`config.mk`:
```
export PLATFORM = sky130hd
export DESIGN_NAME = bit_scan_iter
export DESIGN_NICKNAME = d
export VERILOG_FILES = /design/src/rtl/bit_scan_iter.sv
export SDC_FILE = /design/constraint.sdc
export NUM_CORES = 1
export LEC_CHECK = 0
export ABC_AREA = 1
export CAP_MARGIN = 30
export CORE_MARGIN = 2
export CORE_UTILIZATION = 45
export CTS_CLUSTER_SIZE = 12
export DETAILED_ROUTE_END_ITERATION = 8
export GPL_ROUTABILITY_DRIVEN = 1
export PLACE_DENSITY = 0.78
export SLEW_MARGIN = 15
export SYNTH_ARGS = -nofsm -noshare
export SYNTH_HDL_FRONTEND = slang
export SYNTH_SLANG_ARGS = --single-unit
export TNS_END_PERCENT = 50
```
`constraint.sdc`:
```
create_clock -name i_clk -period 2.8 [get_ports i_clk]
set_clock_uncertainty 0.1 [all_clocks]
set_input_delay 0.28 -clock i_clk [delete_from_list [all_inputs] [get_ports i_clk]]
set_output_delay 0.28 -clock i_clk [all_outputs]
set_load 0.005 [all_outputs]
```
`src/rtl/bit_scan_iter.sv`:
```
// Set-bit iterator: captures an N-bit vector and emits the index of each set bit,
// one beat per cycle, in LSB-first or MSB-first order chosen per vector.
module bit_scan_iter #(
  parameter  int unsigned N = 32,
  parameter  int unsigned B = 4,
  localparam int unsigned M = $clog2(N)
) (
  input  logic         i_clk,
  input  logic         i_rst_n,
  input  logic         i_valid,
  output logic         o_ready,
  input  logic [N-1:0] i_data,
  input  logic         i_msb_first,
  output logic         o_valid,
  input  logic         i_ready,
  output logic [M-1:0] o_index,
  output logic         o_last,
  output logic         o_none
);

  if (N < 2 || (N & (N - 1)) != 0) begin : g_bad_n
    $error("bit_scan_iter: N must be a power of 2 and at least 2");
  end
  if (B != 2 && B != 4) begin : g_bad_b
    $error("bit_scan_iter: B must be 2 or 4");
  end

  // Detector tree geometry: L levels of B-way nodes over a zero-padded vector.
  localparam int unsigned LB = (B == 4) ? 2 : 1;
  localparam int unsigned L  = (M + LB - 1) / LB;
  localparam int unsigned IW = L * LB;
  localparam int unsigned NP = 1 << IW;

  typedef enum logic {
    S_IDLE,
    S_SCAN
  } state_e;

  state_e         state_q, state_d;
  logic [N-1:0]   rem_q, rem_d;
  logic           dir_q, dir_d;
  logic           none_q, none_d;
  logic [N-1:0]   data_rev;
  logic [M-1:0]   p;
  logic           fire_out;
  logic           capture;

  // Lowest set bit via a B-ary tree; each node forwards its lowest valid child.
  function automatic logic [M-1:0] lowest_set(input logic [N-1:0] vec);
    logic [NP-1:0] pad;
    logic          v  [NP];
    logic [IW-1:0] ix [NP];
    logic          nv;
    logic [IW-1:0] nix;
    pad = NP'(vec);
    for (int unsigned i = 0; i < NP; i++) begin
      v[i]  = pad[i];
      ix[i] = '0;
    end
    for (int unsigned l = 0; l < L; l++) begin
      for (int unsigned j = 0; j < (NP >> ((l + 1) * LB)); j++) begin
        nv  = 1'b0;
        nix = '0;
        for (int k = int'(B) - 1; k >= 0; k--) begin
          if (v[j * B + k]) begin
            nv  = 1'b1;
            nix = ix[j * B + k] | (IW'(k) << (l * LB));
          end
        end
        v[j]  = nv;
        ix[j] = nix;
      end
    end
    return M'(ix[0]);
  endfunction

  always_comb begin
    data_rev = '0;
    for (int unsigned i = 0; i < N; i++) begin
      data_rev[i] = i_data[N - 1 - i];
    end
  end

  assign p        = lowest_set(rem_q);
  assign o_valid  = (state_q == S_SCAN);
  assign o_index  = none_q ? '0 : (dir_q ? ~p : p);
  assign o_last   = none_q || ((rem_q & (rem_q - N'(1))) == '0);
  assign o_none   = none_q;
  assign fire_out = o_valid && i_ready;
  assign o_ready  = (state_q == S_IDLE) || (fire_out && o_last);
  assign capture  = i_valid && o_ready;

  // Next state: retire the current bit on a beat; a capture overrides everything.
  always_comb begin
    state_d = state_q;
    rem_d   = rem_q;
    dir_d   = dir_q;
    none_d  = none_q;
    if (fire_out) begin
      rem_d = rem_q & ~(N'(1) << p);
      if (o_last) begin
        state_d = S_IDLE;
        dir_d   = 1'b0;
        none_d  = 1'b0;
      end
    end
    if (capture) begin
      rem_d   = i_msb_first ? data_rev : i_data;
      dir_d   = i_msb_first;
      none_d  = (i_data == '0);
      state_d = S_SCAN;
    end
  end

  always_ff @(posedge i_clk or negedge i_rst_n) begin
    if (!i_rst_n) begin
      state_q <= S_IDLE;
      rem_q   <= '0;
      dir_q   <= 1'b0;
      none_q  <= 1'b0;
    end else begin
      state_q <= state_d;
      rem_q   <= rem_d;
      dir_q   <= dir_d;
      none_q  <= none_d;
    end
  end

endmodule
```
==> metrics, run 1 <==
Crit path largest cell delay 470 ps; area grow syn2layout 38.10%; max-cap violations 0; crit path max fanout 4; post-route ant nets 0; Startpoint Class register; fillers 656; Tmin final 2732 ps; Mapped Area 3313 um2; Syn. warnings 0; Synth top area share 0.2644; Final Core Density 0.6377; CTS Buffer Depth 2; worst path bufs/invs 2; Cells after Synth 580; max-slew violation count 0; Reg clk slew, reported paths 70 ps; clock root buffer clkbuf_8; vias in the first global route 3671; Crit. End Element primary output; commonest non-fill, non-tap cells in the layout 192 x nand2_1, 73 x nand3_1, 71 x inv_1, 49 x buf_4, 42 x nor2_1; via count 4059; antenna cells 0; critical path class register to primary output; clk_lat worst skew 290 ps; Final Net Count 700; Worst-Margin Slew 478.5 ps; die height 89.81 um; RSZ-0062 raised after global routing yes; Vias/cell 5.327; final worst-path cycle share 0.9756; hpwl dp 8459 um; reg2reg start rem_q[15]; initial drt markers 261; most used cell, CP nor2_1; Yosys cell types 36; IO Port Bufs 45; Net Count, Synth 617; core area 7176 um2; detailed-route wire length per cell 14.87 um; GR Overflow Total 0; H-tree Lvls 2; Synth Register Bits 35; most common cell after layout, fill and taps aside nand2_1; Die Width 89.81 um; Tot GR Track Use 0.2687; fmax 0.3661 GHz; io pins 46; Worst Reg-to-Reg Cells 19; final setup vio count 0; metal2 WL 5236 um; Critical Path AT 2350 ps; Hold Fails Final Rpt 0; CTS tree built; Critical Path, Cell by Cell buf_12 -> nor2_4 -> nand2_2 -> nor2_4 -> nand2_1 -> nor2_2 -> nor2_1 -> nor2_1 -> nand2_1 -> nor2_1 -> nand3_1 -> nand2_2 -> nand2_4 -> nand2_8 -> dlygate4sd2_1; cell depth of the worst setup path 15; CP required 2420 ps; largest net degree at the start of global routing 66; num rows 31; DR DRC count 0; Max-slew headroom 0.6810; share of cells above drive strength 1 0.2066; Area contributors post-synth dfrtp_1 26%, nand2_1 23%, nand3_1 11%; Initial Util 0.4617; first-pass GRT wire length 17500 um; Hold Worst Slack 316.1 ps; top cell family by delay on the critical path simple AND/OR/NAND/NOR gates; CTS sink count 35; WL met3 816 um; area leader, netlist dfrtp_1; top sig layer met4; sequential share of the synthesized area 0.2644; Hold Path Class input pin to async pin; DR pass1 iterations 5; dpl ws -8.503 ps; initial antenna violation count 0; Post-Syn Area per Cell 5.712 um2; worst setup path start rem_q[15]; Worst path slowest cell dfrtp_2; gpl congestion 0.9908; Num CTS Buffers 5; worst setup margin 68.20 ps; status completed; DRT met1 WL 4938 um; die area 8065 um2; final WL 11330 um; Fin Setup TNS 0 ps
[state kept, by name (all words and copies together) (netlist names)]
register  cells
rem_q        32
o_none        1
dir_q         1
o_valid       1
[synthesized netlist by cell type]
| cell type | count |
|---|---|
| nor2_4 | 3 |
| nand2_2 | 4 |
| a21boi_0 | 2 |
| nor4_1 | 2 |
| o31ai_1 | 1 |
| a32o_1 | 1 |
| a21oi_1 | 13 |
| o21ai_0 | 42 |
| nor2_2 | 6 |
| nand2_8 | 1 |
| or2_2 | 1 |
| o21ai_1 | 1 |
| inv_2 | 1 |
| nor2_8 | 1 |
| clkbuf_1 | 13 |
| buf_1 | 1 |
| o211ai_1 | 1 |
| buf_4 | 3 |
| dfrtp_1 | 35 |
| nand2_4 | 3 |
| a211oi_1 | 1 |
| nand3_1 | 74 |
| o21bai_1 | 1 |
| clkinv_1 | 1 |
| o22ai_1 | 2 |
| nor2_1 | 69 |
| nor3_1 | 2 |
| a31oi_1 | 1 |
| inv_1 | 71 |
| nand3b_1 | 1 |
| o2111ai_1 | 1 |
| nor3b_1 | 2 |
| buf_2 | 4 |
| nand2_1 | 202 |
| nand4_1 | 10 |
| buf_6 | 3 |
[worst paths after layout]
| path | endpoint | slack, ps |
|---|---|---|
| setup / recovery | o_ready | 70 |
| hold / removal | rem_q[12] | 320 |
| setup reg to reg | rem_q[2] | 110 |
| hold reg to reg | rem_q[30] | 470 |
| max in group asynchronous | rem_q[4] | 1930 |
| min in group i_clk | rem_q[30] | 470 |
[what timing repair did]
action,in CTS,in global routing
hold buffers,0,0
gates resized for setup,38,45
setup endpoints to repair,8,38
cloned,0,1
endpoints found under the hold margin,0,0
buffers inserted,11,7
pin swaps,15,16
[per-layer routing]
layer  GRT usage  vias up
met5           0        -
met4     0.09103        0
met3     0.02347       37
met2      0.4457      188
met1      0.3705     1835
li1            -     1999
[stage by stage]
step	cells	area, um2
global route	762	4576
floorplan	580	3313
detailed placement	735	4034
finish	762	4576
global placement	735	4034
CTS	753	4315
[final cells by class]
cell class	count	area (um2)	area share
Tap cell	99	123.9	0.02707
Clock buffer	6	82.58	0.01805
Timing Repair Buffer	100	934.6	0.2043
Multi-Input combinational cell	448	2267	0.4955
Sequential cell	35	888.4	0.1941
Clock inverter	1	5.005	0.001094
Inverter	73	274.0	0.05989
[logic make-up after synthesis]
| logic type | count (synthesis) | synth area share |
|---|---|---|
| compound gates | 67 | 0.1095 |
| flops | 35 | 0.2644 |
| buf+inv | 97 | 0.1216 |
| simple gates | 381 | 0.5045 |
Power of run 1 is left out: the tool's default activity adds up to more than one toggle a clock period on the data nets, which glitch-free logic cannot reach.
==> inputs of run 2 (changes only) <==
--- a/config.mk
+++ b/config.mk
@@ -7,12 +7,14 @@
 export LEC_CHECK = 0
 export ABC_AREA = 1
 export CAP_MARGIN = 30
+export CELL_PAD_IN_SITES_DETAIL_PLACEMENT = 1
+export CELL_PAD_IN_SITES_GLOBAL_PLACEMENT = 2
 export CORE_MARGIN = 2
-export CORE_UTILIZATION = 45
+export CORE_UTILIZATION = 29
 export CTS_CLUSTER_SIZE = 12
 export DETAILED_ROUTE_END_ITERATION = 8
 export GPL_ROUTABILITY_DRIVEN = 1
-export PLACE_DENSITY = 0.78
+export PLACE_DENSITY_LB_ADDON = 0.1
 export SLEW_MARGIN = 15
 export SYNTH_ARGS = -nofsm -noshare
 export SYNTH_HDL_FRONTEND = slang
==> run 2 against run 1 <==
Compared with the run above: final cell count grew 9.8%; setup slack got worse by 44 ps; register-to-register slack lost 90 ps; cell area up 10%; via count grew 1.0%; global-route usage is 5.0 points lower; critical endpoint is now rem_q[2]; non-clock buffer count increased by 29; critical path depth rose by 3.
==> metrics, run 2 (same netlist as run 1, synthesis figures left out) <==
status completed; DR pass1 iterations 4; clock root buffer clkbuf_16; # hold bufs at CTS 0; fmax 0.3603 GHz; initial drt markers 184; CTS sink count 35; DR DRC count 0; met1 Use GR 0.2988; antenna cells 0; commonest non-fill, non-tap cells in the layout 188 x nand2_1, 77 x buf_4, 71 x inv_1, 60 x nand3_1, 40 x nor2_1; die area 12300 um2; crit path max fanout 6; Num CTS Buffers 5; max-cap violations 0; gpl congestion 0.9351; post-route ant nets 0; via count 4100; detailed-route wire length per cell 16.86 um; H-tree Lvls 2; Vias/cell 4.898; vias in the first global route 4128; Hold Worst Slack 316.9 ps; final worst-path cycle share 0.9913; placed cells 795; Tmin final 2776 ps; GR Overflow Total 0; max-slew violation count 0; met3 Use GR 0.01968; most common cell after layout, fill and taps aside nand2_1; gr busiest metal met2; CTS Buffer Depth 2; Max-slew headroom 0.4071; CTS tree built; Hold Fails Final Rpt 0; Die Width 110.9 um; hpwl dp 10550 um; core area 11270 um2; max FFs per register 32; IO Port Bufs 45; die height 110.9 um; area grow syn2layout 51.93%; critical path class register to register; Startpoint Class register; CP required 2870 ps; initial antenna violation count 0; final WL 14110 um; share of cells above drive strength 1 0.2738; clk_lat worst skew 290 ps; io pins 46; Initial Util 0.2939; first-pass GRT wire length 21470 um; RSZ-0062 raised after global routing yes; most flop-heavy register rem_q; Non-Filler Instances 837; Crit. End Element register; Worst-Margin Slew 889.4 ps; Final Net Count 730; largest net degree at the start of global routing 66; final setup vio count 0; Tot GR Track Use 0.2187; grt met2 use 0.3718; num rows 39; Reg clk slew, reported paths 60 ps; Hold Path Class input pin to async pin; Critical Path AT 2850 ps
-- run 2: what timing repair did --
action / CTS / global route
setup buffers: 16 / 15
pin swaps: 10 / 25
resized for setup: 44 / 74
endpoints found under the setup margin: 40 / 40
gates cloned: 0 / 3
-- run 2: final cells by class --
cell class / count / area [um2]
Fill cell: 1470 / 6238
Multi-Input combinational cell: 449 / 2382
Timing Repair Buffer: 129 / 1167
Sequential cell: 35 / 889.6
Inverter: 73 / 274.0
Tap cell: 143 / 178.9
Clock buffer: 6 / 128.9
Clock inverter: 2 / 12.51
-- run 2: metal layers --
layer  share of wire  wire length, um
met3           0.029              406
met1            0.47             6664
met2            0.48             6799
met5               0                0
met4           0.017              239
-- run 2: worst paths after layout --
check / from / slack (ps) / end / depth (start not counted)
max reg2reg: rem_q[9] / 20 / rem_q[2] / 18
min reg2reg: rem_q[14] / 410 / rem_q[14] / 2
min in group i_clk: rem_q[14] / 410 / rem_q[14] / 2
max in group asynchronous: i_rst_n / 1900 / rem_q[4] / 2
max: rem_q[9] / 20 / rem_q[2] / 18
min: i_rst_n / 320 / rem_q[18] / 2
-- run 2: worst max-delay path: stages (launching register included) --
cell	delay, ps
dfrtp_2	460
nor2_4	150
nand2_1	130
nor2_2	180
nand2_2	100
nand2_1	110
nand2_1	70
nor2_2	120
nand2_1	90
nor2_2	170
nand3_2	120
nand2_2	110
nand2_4	80
nand2_8	90
buf_12	160
buf_6	130
nand3_2	100
nand3_2	120
nand2_1	60
-- run 2: per-stage QoR --
stage | TNS [ps] | cell area, um2 | setup WS (ps) | util
after floorplan | 0 | 3313 | 660.4 | -
after CTS | 0 | 4609 | 1.823 | 0.4089
after global routing | -2112 | 5034 | -133.4 | 0.4466
final | 0 | 5034 | 24.43 | 0.4466
after global placement | -4204 | 4197 | -226.9 | 0.3723
after detailed placement | -4624 | 4224 | -207.2 | 0.3747
Power of run 2 is left out for the same reason.
==> inputs of run 3 (changes only) <==
--- a/config.mk
+++ b/config.mk
@@ -5,12 +5,12 @@
 export SDC_FILE = /design/constraint.sdc
 export NUM_CORES = 1
 export LEC_CHECK = 0
-export ABC_AREA = 1
+export ABC_AREA = 0
 export CAP_MARGIN = 30
 export CELL_PAD_IN_SITES_DETAIL_PLACEMENT = 1
 export CELL_PAD_IN_SITES_GLOBAL_PLACEMENT = 2
 export CORE_MARGIN = 2
-export CORE_UTILIZATION = 29
+export CORE_UTILIZATION = 31
 export CTS_CLUSTER_SIZE = 12
 export DETAILED_ROUTE_END_ITERATION = 8
 export GPL_ROUTABILITY_DRIVEN = 1
==> run 3 against run 2 <==
Compared with the run above: the flow now finishes with violations (negative hold slack, negative setup slack); via count is 21% lower; die area is 19% lower; synthesized cell count is 41% lower; critical path depth is 9 lower; non-clock buffer count is 16 higher; sequential share of layout area is 2.1 points higher; cell area is 12% lower; first-iteration DRC count is 7.1% lower; flip-flop and latch count stayed put; wire length is 14% lower.
==> metrics, run 3 <==
die area 9948 um2; DR pass1 iterations 4; vias in the first global route 3413; Worst Reg-to-Reg Cells 10; cell depth of the worst setup path 9; via count 3256; Synth top area share 0.3082; Worst-Margin Slew 840.4 ps; max FFs per register 32; area leader, netlist dfrtp_1; Startpoint Class register; Reg clk slew, reported paths 80 ps; worst path bufs/invs 2; share of cells above drive strength 1 0.3348; first-pass GRT wire length 18690 um; violated checks negative hold slack, negative setup slack; CTS tree built; IO Port Bufs 45; core area 8806 um2; Vias/cell 5.643; Cells after Synth 344; most used cell, CP or4_4; dpl cell area 3963 um2; commonest register cell after synthesis dfrtp_1; gpl congestion 0.8869; commonest non-fill, non-tap cells in the layout 88 x buf_4, 38 x clkdlybuf4s50_1, 36 x mux2i_1, 35 x dfrtp_1, 34 x nor2_1; die height 99.74 um; top cell family by delay on the critical path simple AND/OR/NAND/NOR gates; most common cell after layout, fill and taps aside buf_4; post-route ant nets 0; GR Overflow Total 0; H-tree Lvls 2; final instance area 4433 um2; Num CTS Buffers 5; detailed-route wire length per cell 21.09 um; placed cells 553; num rows 34; fillers 1064; largest net degree at the start of global routing 36; Tmin final 3386 ps; initial drt markers 171; antenna cells 0; Syn. warnings 0; Max-slew headroom 0.4398; hpwl dp 9220 um; sequential share of the synthesized area 0.3082; CP required 2420 ps; final setup vio count 41; io pins 46; max-cap violations 0; final worst-path cycle share 1.209; Crit path largest cell delay 550 ps; count leader, synth mux2i_1; Die Width 99.74 um; clock root buffer clkbuf_8; CTS sink count 35; fmax 0.2953 GHz; Area contributors post-synth dfrtp_1 31%, mux2i_1 13%, nor2_1 4.5%; most common library cells after synthesis 36 x mux2i_1, 35 x dfrtp_1, 34 x nor2_1; Initial Util 0.3227; Critical Path AT 3010 ps; Net Count, Synth 381; status complete, but fails checks; max-slew violation count 0; Crit. End Element primary output; Synth async-reset ratio 1.000; initial antenna violation count 0; critical path class register to primary output; Worst path slowest cell or4_4; number of synthesized flops with an enable pin 0; Hold Fails Final Rpt 22; Hold Worst Slack -6.170 ps; Non-Filler Instances 577; worst setup margin -586.0 ps; area grow syn2layout 56.01%; Final Net Count 505; CTS Buffer Depth 2; DR DRC count 0; most flop-heavy register rem_q; Mapped Area 2841 um2; Synth Register Bits 35; Critical Path, Cell by Cell or4_4 -> or4_4 -> o31a_1 -> a211o_1 -> nor3_4 -> a21oi_2 -> buf_4 -> o21ai_2 -> buf_2; crit path max fanout 3; # hold bufs at CTS 0; Yosys cell types 56; RSZ-0062 raised after global routing yes; Post-Syn Area per Cell 8.260 um2; final WL 12170 um; Tot GR Track Use 0.2450; Hold Path Class input pin to async pin; clk_lat worst skew 290 ps
run 3: changes by cell type after synthesis, sizes merged, moves of 8 or more:
cell	previous run	this run
a21oi	13	21
inv	72	18
mux2i	0	36
nand2	210	14
nand3	74	5
nor2	79	34
nor4	2	21
o21ai	43	21
o22ai	2	13
run 3: cells by family after synthesis:
logic type             after synthesis  synth area share
AND/OR/NAND/NOR                    111            0.2114
buffers and inverters               46           0.06869
XOR/XNOR                             5           0.01541
multiplexers                        36            0.1268
AO/OA/AOI/OAI                      111            0.2695
flip-flops                          35            0.3082
run 3: repair_timing:
action / in CTS / in global routing
setup endpoints to repair: 42 / 42
cloned: 0 / 1
pin swaps: 17 / 13
gates resized for setup: 66 / 15
setup buffers: 13 / 3
run 3: layout make-up:
| type | instances | area (um2) | share of cell area |
|---|---|---|---|
| clock buffers | 6 | 82.58 | 0.01863 |
| clock inverters | 2 | 35.03 | 0.007903 |
| inverters | 18 | 67.56 | 0.01524 |
| multi-input cells | 263 | 2002 | 0.4516 |
| flip-flops and latches | 35 | 875.8 | 0.1976 |
| well taps | 108 | 135.1 | 0.03048 |
| repair buffers | 145 | 1235 | 0.2786 |
run 3: routing by layer:
metal / vias up / global-route usage / wire length, um
met1: 1615 / 0.3163 / 5517
met2: 65 / 0.4423 / 6121
li1: 1562 / - / -
met4: 0 / 0.05690 / 192
met3: 14 / 0.02108 / 339
met5: - / 0 / 0
run 3: final timing paths:
| check | startpoint | to | slack (ps) |
|---|---|---|---|
| setup / recovery | rem_q[7] | o_ready | -590 |
| hold / removal | i_rst_n | rem_q[0] | -6 |
| setup reg to reg | rem_q[7] | rem_q[25] | -540 |
| hold reg to reg | rem_q[30] | rem_q[30] | 480 |
| max in group asynchronous | i_rst_n | rem_q[21] | 2080 |
| min in group i_clk | rem_q[30] | rem_q[30] | 480 |
run 3: worst reg2reg max path, delay by kind of cell (launching register included):
kind,cells,cell delay [ps]
AO/OA/AOI/OAI,3,630
buffers and inverters,3,570
flip-flops,1,380
AND/OR/NAND/NOR,4,1530
run 3: per-stage QoR:
step / hold WS (ps) / util / TNS (ps) / setup slack, ps
after floorplan: -115.6 / - / -8690 / -291.0
after global routing: 51.87 / 0.5034 / -22370 / -671.3
after CTS: 22.53 / 0.4918 / -18460 / -667.8
after detailed placement: 338.0 / 0.4500 / -20440 / -805.9
final: -6.170 / 0.5034 / -17860 / -586.0
after global placement: 327.2 / 0.4500 / -17030 / -706.1
Power of run 3 is left out for the same reason.
